**src/rtl/ab_feeder_pkg.sv**
```systemverilog
// ab_feeder_pkg: shared sizing constants and helpers for the operand feeder.
package ab_feeder_pkg;
   localparam int DEPTH_DEF = 16;
   localparam int OP_W = 8;
   localparam int PAIR_W = 2 * OP_W;
   function automatic int ptr_w(input int depth);
      return $clog2(depth);
   endfunction
endpackage

```
**src/rtl/ab_fifo.sv**
```systemverilog
// ab_fifo: synchronous pair FIFO with clear; push when full and pop when empty are ignored.
module ab_fifo
   import ab_feeder_pkg::*;
#(
   parameter int DEPTH = DEPTH_DEF,
   parameter int PTR_W = ptr_w(DEPTH)
) (
   input  logic              clk,
   input  logic              rst,
   input  logic              clr_i,
   input  logic              push_i,
   input  logic              pop_i,
   input  logic [PAIR_W-1:0] din_i,
   output logic [PAIR_W-1:0] dout_o,
   output logic              full_o,
   output logic              empty_o,
   output logic [PTR_W:0]    count_o
);
   logic [PAIR_W-1:0] mem_q [DEPTH];
   logic [PTR_W-1:0]  wptr_q, wptr_d, rptr_q, rptr_d;
   logic [PTR_W:0]    count_q, count_d;
   logic              do_push, do_pop;
   always_comb begin
      do_push = push_i & ~full_o;
      do_pop  = pop_i & ~empty_o;
      wptr_d  = clr_i ? '0 : wptr_q + PTR_W'(do_push);
      rptr_d  = clr_i ? '0 : rptr_q + PTR_W'(do_pop);
      count_d = clr_i ? '0 : count_q + (PTR_W+1)'(do_push) - (PTR_W+1)'(do_pop);
   end
   always_ff @(posedge clk or posedge rst) begin
      if (rst) begin
         wptr_q  <= '0;
         rptr_q  <= '0;
         count_q <= '0;
      end else begin
         wptr_q  <= wptr_d;
         rptr_q  <= rptr_d;
         count_q <= count_d;
      end
   end
   always_ff @(posedge clk) begin
      if (do_push && !clr_i) mem_q[wptr_q] <= din_i;
   end
   assign dout_o  = mem_q[rptr_q];
   assign full_o  = count_q == (PTR_W+1)'(DEPTH);
   assign empty_o = count_q == '0;
   assign count_o = count_q;
endmodule

```
**src/rtl/ab_feeder.sv**
```systemverilog
// ab_feeder: buffers (A,B) operand pairs and hands one per cycle to the MAC stage on REQ_AB.
// The delivery stage is registered: ACK/A/B appear the cycle after the request edge.
module ab_feeder
   import ab_feeder_pkg::*;
#(
   parameter  int DEPTH = DEPTH_DEF,
   localparam int PTR_W = ptr_w(DEPTH)
) (
   input  logic            CLK,
   input  logic            RST,
   input  logic            CLR,
   input  logic            WR_EN,
   input  logic [OP_W-1:0] WR_A,
   input  logic [OP_W-1:0] WR_B,
   output logic            FULL,
   output logic            EMPTY,
   output logic [PTR_W:0]  COUNT,
   output logic            OVF,
   input  logic            REQ_AB,
   output logic            ACK,
   output logic [OP_W-1:0] A,
   output logic [OP_W-1:0] B
);
   logic [PAIR_W-1:0] head;
   logic              pop, ack_q, ack_d, ovf_q, ovf_d;
   logic [OP_W-1:0]   a_q, a_d, b_q, b_d;
   assign pop = REQ_AB & ~EMPTY;
   ab_fifo #(.DEPTH(DEPTH), .PTR_W(PTR_W)) u_fifo (
      .clk     (CLK),
      .rst     (RST),
      .clr_i   (CLR),
      .push_i  (WR_EN),
      .pop_i   (pop),
      .din_i   ({WR_A, WR_B}),
      .dout_o  (head),
      .full_o  (FULL),
      .empty_o (EMPTY),
      .count_o (COUNT)
   );
   // A dropped write is remembered even if a pop frees a slot on the same edge.
   always_comb begin
      ack_d = ~CLR & pop;
      ovf_d = ~CLR & (ovf_q | (WR_EN & FULL));
      a_d   = ack_d ? head[PAIR_W-1:OP_W] : a_q;
      b_d   = ack_d ? head[OP_W-1:0] : b_q;
   end
   always_ff @(posedge CLK or posedge RST) begin
      if (RST) begin
         ack_q <= 1'b0;
         ovf_q <= 1'b0;
         a_q   <= '0;
         b_q   <= '0;
      end else begin
         ack_q <= ack_d;
         ovf_q <= ovf_d;
         a_q   <= a_d;
         b_q   <= b_d;
      end
   end
   assign ACK = ack_q;
   assign OVF = ovf_q;
   assign A   = a_q;
   assign B   = b_q;
endmodule

```
**config.mk**
```make
export PLATFORM = sky130hd
export DESIGN_NAME = ab_feeder
export DESIGN_NICKNAME = d
export VERILOG_FILES = /design/src/rtl/ab_feeder_pkg.sv /design/src/rtl/ab_fifo.sv /design/src/rtl/ab_feeder.sv
export SDC_FILE = /design/constraint.sdc
export NUM_CORES = 1
export LEC_CHECK = 0
export ABC_AREA = 0
export CELL_PAD_IN_SITES_DETAIL_PLACEMENT = 1
export CELL_PAD_IN_SITES_GLOBAL_PLACEMENT = 1
export CORE_MARGIN = 5
export CORE_UTILIZATION = 47
export DETAILED_ROUTE_END_ITERATION = 8
export GPL_TIMING_DRIVEN = 0
export MAX_ROUTING_LAYER = met4
export PLACE_DENSITY = 0.73
export SYNTH_ARGS = -nofsm -noshare
export SYNTH_HDL_FRONTEND = slang
export SYNTH_SLANG_ARGS = --single-unit
```
**constraint.sdc**
```tcl
create_clock -name CLK -period 3.88 [get_ports CLK]
set_input_delay 0.776 -clock CLK [delete_from_list [all_inputs] [get_ports CLK]]
set_output_delay 0.776 -clock CLK [all_outputs]
set_load 0.1 [all_outputs]
```
[Word-level counts from Yosys, hierarchy flattened]
Memories as Yosys holds them, arrays and structs flattened. A register that Yosys moved wholly into a read port is not among the register bits.
Index checks and enable logic that the tools add are counted.
Widths: inputs -> output; s select.
Operators by class
  add/subtract/negate cells: 4
  equal/unequal tests: 1
  mux-type cells: 5
  bitwise logic cells: 10
  reduce and logical (&&, ||, !) cells: 3
Operator list (count)
  $add 4x1->4: 2
  $mux 4: 2
  $and 1x1->1: 6
  $add 5x1->5: 1
  $eq 5x5->1 const B: 1
  $logic_not 5->1: 1
  $mux 5: 1
  $sub 5x1->5: 1
  $not 1->1: 3
  $mux 1: 2
  $logic_and 1x1->1: 1
  $logic_not 1->1: 1
  $or 1x1->1: 1
Word-level totals
  flip-flop bits (word level): 15
  RAM bits: 256
  input bits: 21
  output and inout port bits: 25
  word-level logic and storage cells: 29
  memories kept: 1
Memories
  u_fifo.mem_q: depth 16, width 16, rd ports 1, clocked after Yosys merged registers in 1, write ports 1, RTL line ab_fifo.sv:19  | logic [PAIR_W-1:0] mem_q [DEPTH];

[Longest topological paths before layout]
  depth in word-level cells: 6
  depth in mapped cells: 13

[By module]
A second synthesis with hierarchy kept.
Unflattened totals
  cell total of the unflattened synthesis: 526
  area total of the unflattened synthesis: 11215.8 um2
Modules (own cells, without submodules)
  ab_fifo: instances 1, cells each 486, area an instance 10491.3 um2
  ab_feeder: instances 1, cells each 40, area an instance 724.4 um2

[Worst setup path after synthesis]
OpenSTA, ideal clock, no wires.
  path kind: reg-to-reg
  start point: register u_fifo.count_q[3], in the netlist u_fifo.count_o[3]
  end point: register u_fifo.count_q[4], in the netlist u_fifo.count_o[4]
  library setup time: 135 ps
  data arrival time: 5511 ps
  data required time: 3745 ps
  setup slack: -1767 ps
  stages on the path, launching flop included: 12
  cell sequence: dfrtp_1 > inv_1 > ha_1 > nor4bb_1 > nor2b_1 > ha_1 > inv_1 > fa_1 > nor2b_1 > o21bai_1 > nand3_1 > nor3b_1
Between the ends
  cells in the longest elaborated chain, start to end: 6
  elaborated cells on any way between the ends: 10
Ends and longest elaborated chain
  start, declared: RTL line ab_fifo.sv:21  | logic [PTR_W:0] count_q, count_d;
  start signal, assigned: RTL line ab_fifo.sv:38  | count_q <= count_d;
  $eq 5x5->1: RTL line ab_fifo.sv:45  | assign full_o = count_q == (PTR_W+1)'(DEPTH);
  net FULL: RTL line ab_feeder.sv:15  | output logic FULL,
  $not 1->1: RTL line ab_fifo.sv:24  | do_push = push_i & ~full_o;
  $and 1x1->1: RTL line ab_fifo.sv:24
  $add 5x1->5: RTL line ab_fifo.sv:28  | count_d = clr_i ? '0 : count_q + (PTR_W+1)'(do_push) - (PTR_W+1)'(do_pop);
  $sub 5x1->5: RTL line ab_fifo.sv:28
  $mux 5: RTL line ab_fifo.sv:28
  net u_fifo.count_d[4]: RTL line ab_fifo.sv:21
The timed path passes the listed nets, and every way through them passes these cells.

[Worst setup path after layout]
  start point: register u_fifo.count_q[2], in the netlist u_fifo.count_o[2]
  end point: output port FULL
Between the ends
  cells in the longest elaborated chain, start to end: 1
Ends and longest elaborated chain (RTL line)
  $eq 5x5->1: ab_fifo.sv:45
  end, declared: ab_feeder.sv:15
No other way between the ends.

==> results.tsv <==
stage	metric	value	unit
setup_path	Reg2Reg Depth	13	
setup_path	worst r2r src	u_fifo.count_o[2]$_DFF_PP0_	
placement	Routability Congestion	0.750	
setup_path	setup slack, reg-to-reg	1.06	ns
clock_tree	Clk Tree Root Cell	clkbuf_16	
finish	commonest non-fill, non-tap cell in the layout	edfxtp_1	
detailed_routing	drt first pass iters	5	
detailed_routing	drt via density	5.78	
clock_tree	postcts setup bufs	0	
setup_path	CP top delay family	buffers and inverters	
finish	Diodes inserted	0	
placement	dpl hpwl	17.2	mm
setup_path	Critical Path RT	3.10	ns
setup_path	critical path's largest stage delay	1.23	ns
logic_synthesis	Synth Cell Area	0.0113	sq mm
sta	achievable frequency	269	MHz
detailed_routing	starting DRC count in detailed routing	422	
sta	final setup TNS	0	ns
setup_path	crit path from	u_fifo.count_o[2]$_DFF_PP0_	
finish	share of post-route cells with drive strength above 1	17.2	%
setup_path	CP max FO	5	
floorplan	# IOs	46	
logic_synthesis	Synth Flop Type	edfxtp_1	
grt	vias in the first global route	6077	
logic_synthesis	syn avg cell area	21.5	sq um
pwr	leak pwr	4.57	nW
setup_path	Worst path depth	4	
grt	GRT Resource Usage Total	20.4	%
clock_tree	Skew-Pair Late Insertion Delay	0.54	ns
sta	Setup violations, final	0	
outcome	outcome	completed	
detailed_routing	Vias	5547	
clock_tree	post-CTS sizing	0	
clock_tree	clk slew on worst S/H paths	0.07	ns
setup_path	CP endpoint kind	output port	
pwr	switch share	31.9	%
detailed_routing	Final ANT Viol Nets	0	
min_path	HP Class	register to register	
sta	slew margin rel.	33.4	%
grt	initial antenna violation count	0	
floorplan	die area	0.0273	sq mm
floorplan	DIE WIDTH	165	um
logic_synthesis	Mapped Cells	527	
floorplan	Starting Density	48.0	%
clock_tree	CTS tree	built	
pwr	Gate power share	28.0	%
grt	pin count of the biggest net entering global routing	32	
placement	number of port buffers	45	
sta	Period minus WS final	3.72	ns
sta	Final Slew Violations	0	
sta	Hold Violations, Final	0	
clock_tree	Num Clock Sinks	287	
pwr	P_int	0.00603	W
pwr	overall power	0.00886	W
logic_synthesis	EDFF count, synth	256	
grt	first-pass GRT wire length	39.2	mm
pwr	peak supply drop	0.000345	V
pwr	power density cells	660	mW/mm^2
detailed_routing	number of remaining DRC errors	0	
finish	Nets	650	
logic_synthesis	Yosys reg bits	287	
logic_synthesis	synth warn	0	
placement	dpl cell area	0.0125	sq mm
setup_path	Worst path slowest cell	clkdlybuf4s50_1	
clock_tree	CTS buffer count	28	
detailed_routing	WL/cell	27.4	um
logic_synthesis	ys async rst share	10.8	%
finish	commonest non-fill, non-tap cells in the layout	edfxtp_1, mux4_1, clkdlybuf4s50_1, dfrtp_1, clkbuf_16	
pwr	NetSw	0.00283	W
pwr	clock network power share	30.9	%
setup_path	crit path capture	FULL	
pwr	Flop pwr share	41.1	%
logic_synthesis	Seq/Total Area, Yosys	74.6	%
finish	Syn-to-layout area delta	18.3	%
setup_path	crit-path cells	inv_1 > ha_1 > nor4bb_4 > clkdlybuf4s50_1	
floorplan	Die Y	165	um
setup_path	RR Endpoint	u_fifo.count_o[4]$_DFF_PP0_	
sta	RSZ-0062 raised after global routing	no	
sta	Least-Margin Pin Slew	0.996	ns
run	max_cap viols	0	
sta	clk_skew	0.00841	ns
grt	global route overflow	0	
clock_tree	hold_buf cts	0	
clock_tree	H-tree Lvls	1	
sta	hold slack	0.476	ns
logic_synthesis	Syn Nets	559	
setup_path	Worst EP arrival	2.94	ns
setup_path	Critical path buffers and inverters	2	
clock_tree	clk buf depth	3	
sta	Tcrit/Tclk final	95.8	%
logic_synthesis	Distinct cells, synth	33	
setup_path	Startpoint Class	register	
floorplan	FP Rows	56	
detailed_routing	drt total wl	26.3	mm
finish	design area	0.0134	sq mm
setup_path	kind of critical path	register to output port	
floorplan	Placeable Area	0.0236	sq mm
-- how the worst min path moves through the flow --
stage / start / end / slack, ns / cells past startpoint
2_1_floorplan: u_fifo.rptr_q[1]$_DFF_PP0_ / u_fifo.rptr_q[1]$_DFF_PP0_ / 0.60 / 2
3_3_place_gp: B[2]$_DFFE_PP0P_ / B[2]$_DFFE_PP0P_ / 0.46 / 1
3_5_place_dp: B[2]$_DFFE_PP0P_ / B[2]$_DFFE_PP0P_ / 0.47 / 1
4_1_cts: B[2]$_DFFE_PP0P_ / B[2]$_DFFE_PP0P_ / 0.48 / 1
5_1_grt: B[2]$_DFFE_PP0P_ / B[2]$_DFFE_PP0P_ / 0.51 / 1
6_report: B[2]$_DFFE_PP0P_ / B[2]$_DFFE_PP0P_ / 0.48 / 1
-- power groups by stage --
| stage | clock (W) | sequential (W) | combinational, W |
|---|---|---|---|
| floorplan | 0 | 0.00442 | 0.00108 |
| detailed placement | 0 | 0.00371 | 0.00248 |
| finish | 0.00274 | 0.00364 | 0.00248 |
| global route | 0.00295 | 0.00366 | 0.00260 |
| global placement | 0 | 0.00369 | 0.00239 |
| CTS | 0.00278 | 0.00364 | 0.00250 |
-- registers in the layout, indices dropped and copies added, names as in the netlist --
signal and flops:
ACK 1, A 8, B 8, u_fifo.wptr_q 4
OVF 1, u_fifo.mem_q 256, u_fifo.rptr_q 4, u_fifo.count_o 5
-- cell type report --
cell class / count / area [sq um]
Timing Repair Buffer: 61 / 661
Inverter: 10 / 37.5
Clock inverter: 11 / 140
Sequential cell: 287 / 8460
Clock buffer: 41 / 800
Tap cell: 319 / 399
Buffer: 29 / 194
Multi-Input combinational cell: 201 / 2720
Fill cell: 2028 / 10200
-- metal layers --
layer | part of all wire, % | GRT usage (%) | up-vias
met1 | 42 | 27.3 | 2953
met2 | 52 | 34.1 | 170
met3 | 5.0 | 2.63 | 30
met4 | 1.4 | 4.50 | 0
li1 | - | - | 2394
met5 | 0 | - | -
-- worst reg2reg max path, stage by stage (launching register included) --
cell,delay (ns)
dfrtp_1,0.41
inv_1,0.10
ha_1,0.21
nor4b_4,0.29
nor2b_1,0.14
ha_1,0.29
inv_1,0.06
ha_1,0.19
inv_1,0.07
fa_1,0.41
nor2b_1,0.17
o21bai_1,0.10
a21oi_1,0.17
nor3b_1,0.06
-- per-stage QoR --
step	setup slack, ns	std cells	utilization, %
finish	0.163	959	56.8
global route	0.0447	959	56.8
CTS	0.131	959	56.8
detailed placement	0.528	907	52.8
global placement	-0.810	891	51.7
floorplan	0.0311	527	-
-- Yosys cell counts, types with 2 or more instances --
master    count  area share, %
mux4_1       54             13
a211oi_1     16            1.1
a21oi_1       3           0.13
nor2_1       20           0.66
nand3_1       4           0.18
a21o_1       17            1.1
buf_6         7           0.70
dfrtp_1      31            6.8
ha_1         10            1.1
nor3_1        5           0.22
inv_1        10           0.33
xor2_1        3           0.23
nand3b_1      2           0.13
o22ai_1      16           0.88
buf_4         5           0.33
nand2b_1      4           0.22
clkbuf_1      5           0.17
nor2b_1       9           0.50
edfxtp_1    256             68
xnor2_1       3           0.23
buf_2        11           0.49
mux4_2       10            2.0
mux2i_1      16            1.4
-- logic make-up after synthesis --
kind of cell | count (synthesis) | synth area share, %
buffers and inverters | 39 | 2.04
flip-flops | 287 | 74.6
AO/OA/AOI/OAI | 53 | 3.27
XOR/XNOR | 6 | 0.463
adder cells (fa/ha/maj) | 11 | 1.28
multiplexers | 80 | 15.9
AND/OR/NAND/NOR | 51 | 2.43
Power figures use the tool's default switching activity.
